--- src/rtl/fifo_packer_pkg.sv ---
// fifo_packer_pkg: shared definitions for the FIFO word packer and its matching
// unpacker.
//   FP_WIDTH_DEF / FP_RATIO_DEF : default lane width and lanes per output word
//   `FP_CNT_W(ratio)            : width of a lane count holding 0..ratio
//   `FP_LANE(idx, width)        : indexed part-select of lane idx in a packed vector
//   emit_e                      : which kind of word the output register loads
`ifndef FIFO_PACKER_PKG_SV
`define FIFO_PACKER_PKG_SV

`define FP_CNT_W(ratio) ($clog2((ratio) + 1))
`define FP_LANE(idx, width) (int'(idx) * (width)) +: (width)

package fifo_packer_pkg;

  localparam int FP_WIDTH_DEF = 8;
  localparam int FP_RATIO_DEF = 4;

  typedef enum logic [1:0] {
    EMIT_NONE = 2'd0,
    EMIT_FULL = 2'd1,
    EMIT_PART = 2'd2
  } emit_e;

endpackage

`endif

--- src/rtl/fifo_packer.sv ---
// fifo_packer: pops WIDTH-bit words from a show-ahead FIFO and packs RATIO of
// them into one WIDTH*RATIO-bit word on a valid/ready stream. A flush pulse
// emits the trailing partial word (with its lane count) once the FIFO drains.
//   clk, rst_n          : clock, asynchronous active-low reset
//   fifo_empty, fifo_d  : upstream FIFO flag and head word
//   fifo_pop            : combinational pop strobe to the FIFO
//   flush               : single-cycle request to emit the pending partial word
//   out_valid/out_ready : output handshake
//   out_data            : packed word, lane 0 (LSBs) = oldest FIFO word
//   out_cnt             : number of valid lanes (1..RATIO) while out_valid
//   busy                : partial word held, flush pending or output occupied
module fifo_packer
  import fifo_packer_pkg::*;
#(
  parameter int WIDTH = FP_WIDTH_DEF,
  parameter int RATIO = FP_RATIO_DEF
) (
  input  logic                         clk,
  input  logic                         rst_n,
  input  logic                         fifo_empty,
  input  logic [WIDTH-1:0]             fifo_d,
  output logic                         fifo_pop,
  input  logic                         flush,
  output logic                         out_valid,
  input  logic                         out_ready,
  output logic [WIDTH*RATIO-1:0]       out_data,
  output logic [`FP_CNT_W(RATIO)-1:0]  out_cnt,
  output logic                         busy
);

  localparam int                IDX_W    = $clog2(RATIO);
  localparam int                CNT_W    = `FP_CNT_W(RATIO);
  localparam int                ACC_W    = WIDTH * (RATIO - 1);
  localparam logic [IDX_W-1:0]  IDX_LAST = IDX_W'(RATIO - 1);
  localparam logic [CNT_W-1:0]  CNT_FULL = CNT_W'(RATIO);

  // Lanes 0..RATIO-2 live in acc; the last lane comes straight from fifo_d.
  logic [ACC_W-1:0]       acc_r;
  logic [IDX_W-1:0]       idx_r;
  logic                   flush_pend_r;
  logic                   out_valid_r;
  logic [WIDTH*RATIO-1:0] out_data_r;
  logic [CNT_W-1:0]       out_cnt_r;

  logic  out_free_s;
  logic  last_lane_s;
  logic  pop_s;
  logic  flush_svc_s;
  logic  accept_s;
  emit_e emit_s;

  // Pop/flush decisions and the kind of word the output register loads.
  always_comb begin
    out_free_s  = !out_valid_r || out_ready;
    last_lane_s = (idx_r == IDX_LAST);
    accept_s    = out_valid_r && out_ready;
    // Only the completing word has to wait for room in the output register.
    pop_s       = !fifo_empty && (!last_lane_s || out_free_s);
    // Flush is serviced only when no pop can happen this cycle.
    flush_svc_s = flush_pend_r && fifo_empty && out_free_s;
    if (pop_s && last_lane_s) begin
      emit_s = EMIT_FULL;
    end else if (flush_svc_s && (idx_r != {IDX_W{1'b0}})) begin
      emit_s = EMIT_PART;
    end else begin
      emit_s = EMIT_NONE;
    end
  end

  // Lane accumulation, output register and flush bookkeeping.
  always_ff @(posedge clk or negedge rst_n) begin
    if (!rst_n) begin
      acc_r        <= {ACC_W{1'b0}};
      idx_r        <= {IDX_W{1'b0}};
      flush_pend_r <= 1'b0;
      out_valid_r  <= 1'b0;
      out_data_r   <= {(WIDTH * RATIO){1'b0}};
      out_cnt_r    <= {CNT_W{1'b0}};
    end else begin
      case (emit_s)
        EMIT_FULL: begin
          out_data_r  <= {fifo_d, acc_r};
          out_cnt_r   <= CNT_FULL;
          out_valid_r <= 1'b1;
          acc_r       <= {ACC_W{1'b0}};
          idx_r       <= {IDX_W{1'b0}};
        end
        EMIT_PART: begin
          // acc lanes at and above idx are already zero, so the upper lanes
          // come out zero-filled without masking.
          out_data_r  <= {{WIDTH{1'b0}}, acc_r};
          out_cnt_r   <= CNT_W'(idx_r);
          out_valid_r <= 1'b1;
          acc_r       <= {ACC_W{1'b0}};
          idx_r       <= {IDX_W{1'b0}};
        end
        default: begin
          // Here a pop always has idx < RATIO-1, so the lane lies inside acc.
          if (pop_s) begin
            acc_r[`FP_LANE(idx_r, WIDTH)] <= fifo_d;
            idx_r <= idx_r + IDX_W'(1);
          end
          if (accept_s) begin
            out_valid_r <= 1'b0;
          end
        end
      endcase

      // A flush arriving while one is pending is absorbed.
      if (flush_svc_s) begin
        flush_pend_r <= 1'b0;
      end else if (flush) begin
        flush_pend_r <= 1'b1;
      end
    end
  end

  assign fifo_pop  = pop_s;
  assign out_valid = out_valid_r;
  assign out_data  = out_data_r;
  assign out_cnt   = out_cnt_r;
  assign busy      = (idx_r != {IDX_W{1'b0}}) || flush_pend_r || out_valid_r;

endmodule

--- config.mk ---
export PLATFORM = sky130hd
export DESIGN_NAME = fifo_packer
export DESIGN_NICKNAME = d
export VERILOG_FILES = /design/src/rtl/fifo_packer_pkg.sv /design/src/rtl/fifo_packer.sv
export SDC_FILE = /design/constraint.sdc
export NUM_CORES = 1
export LEC_CHECK = 0
export ABC_AREA = 1
export ABC_CLOCK_PERIOD_IN_PS = 2270
export BUFFER_PORTS_ARGS = -buffer_cell sky130_fd_sc_hd__buf_2
export CAP_MARGIN = 20
export CORE_ASPECT_RATIO = 1.75
export CORE_UTILIZATION = 45
export CTS_CLUSTER_DIAMETER = 50
export DETAILED_ROUTE_END_ITERATION = 6
export GPL_ROUTABILITY_DRIVEN = 0
export PLACE_DENSITY = 0.78
export SLEW_MARGIN = 10
export SYNTH_ARGS = -nofsm -noshare
export SYNTH_HDL_FRONTEND = slang
export SYNTH_SLANG_ARGS = --single-unit
--- constraint.sdc ---
create_clock -name clk -period 2.27 [get_ports clk]
set_input_delay 0.1135 -clock clk [delete_from_list [all_inputs] [get_ports clk]]
set_output_delay 0.1135 -clock clk [all_outputs]
set_load 0.02 [all_outputs]
==> key figures <==
Pwr
  – PD cells: ~1100 nW/um2
  – Pleak: slightly below 2 nW
  – Overall power: 0.00381 W
  – Worst vdd ir: between 0.0006 and 0.0007 V

Hold path
  – Hold Path Depth: 3
  – HP Class: in2reg

Clock network
  – CTS Buf Count: 9
  – H-tree depth: 3
  – CTS max path bufs: 2
  – TritonCTS clock tree: built
  – Sink Count: 63
  – Root Buffer: clkbuf_8
  – Clock Latency Late Sink: 0.33 ns
  – CTS clk-pin slew, worst paths: roughly 0.060 ns

Synthesis
  – Area contributors post-synth: dfrtp_1 54%, nand2_1 20%, inv_1 3.1%
  – Cells after synthesis: approximately 350
  – EDFF count, synth: 0
  – Synthesized flop and latch total: 63
  – Yosys top cell area share: ~54%
  – Most common cell in the netlist: nand2_1
  – Post-synthesis sequential area ratio: between 50% and 60%
  – Most common library cells after synthesis: 156 x nand2_1, 63 x dfrtp_1, 24 x inv_1, 18 x nor2_1, 16 x nand3_1
  – Synth unique cells: 25
  – Mapped cell area: slightly below 3000 um2
  – Ys async rst share: 100%
  – Synth Flop Type: dfrtp_1
  – Post-synthesis average cell area: around 8.4 um2
  – Syn nets: ~370
  – Top cell type by total area after synthesis: dfrtp_1
  – Ys Warns: 0

STA
  – Setup TNS: 0 ns
  – Period utilization: between 80% and 90%
  – Slew HR: 65.3%
  – Unrepaired setup endpoints after global routing: false
  – Final worst path period need: approximately 2.0 ns
  – Final Hold Viols: 0
  – Pins Over Slew Limit: 0
  – Setup Viol. Count Final: 0
  – Final setup margin: ~0.24 ns
  – Worst-margin pin slew: just over 0.5 ns
  – FMAX: between 0.4 and 0.5 GHz
  – WHS: 0.0366 ns
  – Final Skew: between 0.006 and 0.007 ns

Place
  – Post-place setup slack: between 0.2 and 0.3 ns
  – Placed instance count: around 470
  – Port buffer count: 50
  – DP HPWL: 4530 um

Worst setup path
  – CP startpoint: idx_r[0]$_DFFE_PN0P_
  – WP data arrival: approximately 2.2 ns
  – Largest stage delay, worst path: 0.45 ns
  – Levels on crit path: 8
  – Endpoint kind of the worst setup timing path: flip-flop
  – Crit path buffers/inverters: 3
  – R2R Path End: out_data[27]$_DFFE_PN0N_
  – CP Cell Sequence: inv_1 > ha_1 > inv_2 > nand3_4 > nand2_4 > inv_4 > nand2_1 > o21ai_0
  – Worst Path Max Fanout: 35
  – Worst Setup Start Kind: flip-flop
  – Worst reg-to-reg path cell count: 8
  – Reg2reg start: idx_r[0]$_DFFE_PN0P_
  – Worst path slowest cell: dfrtp_1
  – Worst Setup EP: out_data[27]$_DFFE_PN0N_
  – Req. time, crit path: approximately 2.5 ns
  – Largest delay share family, worst path: simple AND/OR/NAND/NOR gates
  – Worst R2R Setup Slack: 0.24 ns
  – Kind of critical path: reg2reg

Cells and area
  – P&R area growth vs syn: 15.0%
  – Nets: 418
  – Fin cells: a little under 500
  – Ant diodes: 0
  – Layout cells sized above 1: 19.9%

Drt
  – ANT nets after route: 0
  – WL/cell: roughly 13 um
  – Via density: about 5.0
  – Drc violations: 0
  – DR pass1 iterations: 4
  – WL final: 6060 um
  – Routed vias: about 2400
  – DR iter-0 viols: between 100 and 150

Global route
  – Overflow left after global routing: 0
  – Global-route wire length before repair: roughly 10000 um
  – Number of global-route vias before repair: ~2400
  – Largest net degree at the start of global routing: 36
  – Initial antenna violation count: 0
  – GRT Overall Usage: between 20% and 30%

Floorplan
  – Die Ht: between 100 and 150 um
  – Width of the die: between 60 and 70 um
  – Cell Rows: 38
  – IO Count: 51
  – Initial core utilization: between 40% and 50%
  – Placeable Area: 6230 um2
  – Die Area: between 6000 and 7000 um2

Run status
  – Status: complete, no violations

Job
  – MaxCap Viol Count: 0
==> power breakdown <==
part / leakage (nW) / internal (W) / switching [W] / total (W)
Clock: 0.0809 / 0.000403 / 0.000373 / 0.000776
Combinational: 1.03 / 0.000427 / 0.00109 / 0.00152
Sequential: 0.859 / 0.00137 / 0.000145 / 0.00151
==> layout by cell type, fill, tap and decap left out, types with 8 or more instances in the layout <==
| cell | instances |
|---|---|
| nand2_1 | 156 |
| dfrtp_1 | 63 |
| buf_2 | 50 |
| inv_1 | 24 |
| nor2_1 | 18 |
| nand3_1 | 16 |
| nand4_1 | 14 |
| clkbuf_8 | 10 |
| o21ai_0 | 8 |
| nor3_1 | 8 |
==> area by class of cell <==
type,count,area (um2)
Timing Repair Buffer,56,298
Tap cell,80,100
Sequential cell,63,1580
Clock inverter,2,10.0
Clock buffer,11,141
Multi-Input combinational cell,243,1100
Inverter,27,104
Fill cell,591,2900
==> through the flow <==
| step | instance area (um2) | utilization (%) |
|---|---|---|
| detailed placement | 3170 | 50.9 |
| global route | 3330 | 53.5 |
| floorplan | 2900 | - |
| finish | 3330 | 53.5 |
| CTS | 3330 | 53.5 |
| global placement | 3170 | 50.9 |
==> layer usage <==
| metal | GRT usage, % | wire, um |
|---|---|---|
| met4 | 15.9 | 393 |
| met1 | 20.5 | 2300 |
| met2 | 35.0 | 3120 |
| met3 | 4.96 | 244 |
| met5 | 0 | 0 |
==> worst min path at each step <==
stage	start	end	slack (ns)
2_1_floorplan	rst_n	acc_r[0]$_DFFE_PN0P_	-0.18
3_3_place_gp	rst_n	out_cnt[2]$_DFFE_PN0N_	0.12
3_5_place_dp	rst_n	idx_r[0]$_DFFE_PN0P_	0.12
4_1_cts	flush	flush_pend_r$_DFFE_PN0P_	0.02
5_1_grt	flush	flush_pend_r$_DFFE_PN0P_	0.06
6_report	flush	flush_pend_r$_DFFE_PN0P_	0.04
==> state kept, by name, indices dropped and copies added (netlist names) <==
register	cells
flush_pend_r	1
out_cnt	3
acc_r	24
idx_r	2
out_data	32
out_valid	1
==> tightest hold or removal path, cell delays in order <==
cell and delay [ns]:
buf_2 0.08, nor2_1 0.03, a21oi_1 0.10
==> what timing repair did <==
item                      4_1_cts  5_1_grt
hold endpoints to repair       22        0
hold buffers                    1        0
setup buffers                   0        0
gates resized for setup         0        0
==> cells by family after synthesis <==
logic type / after synthesis / share of synthesized area, %
adders and majority gates: 5 / 2.16
buffers and inverters: 41 / 7.55
and+or+nand+nor: 225 / 33.6
DFF: 63 / 54.4
AOI/OAI and AO/OA: 13 / 2.29
No activity file was read; power rests on OpenSTA's default activity.
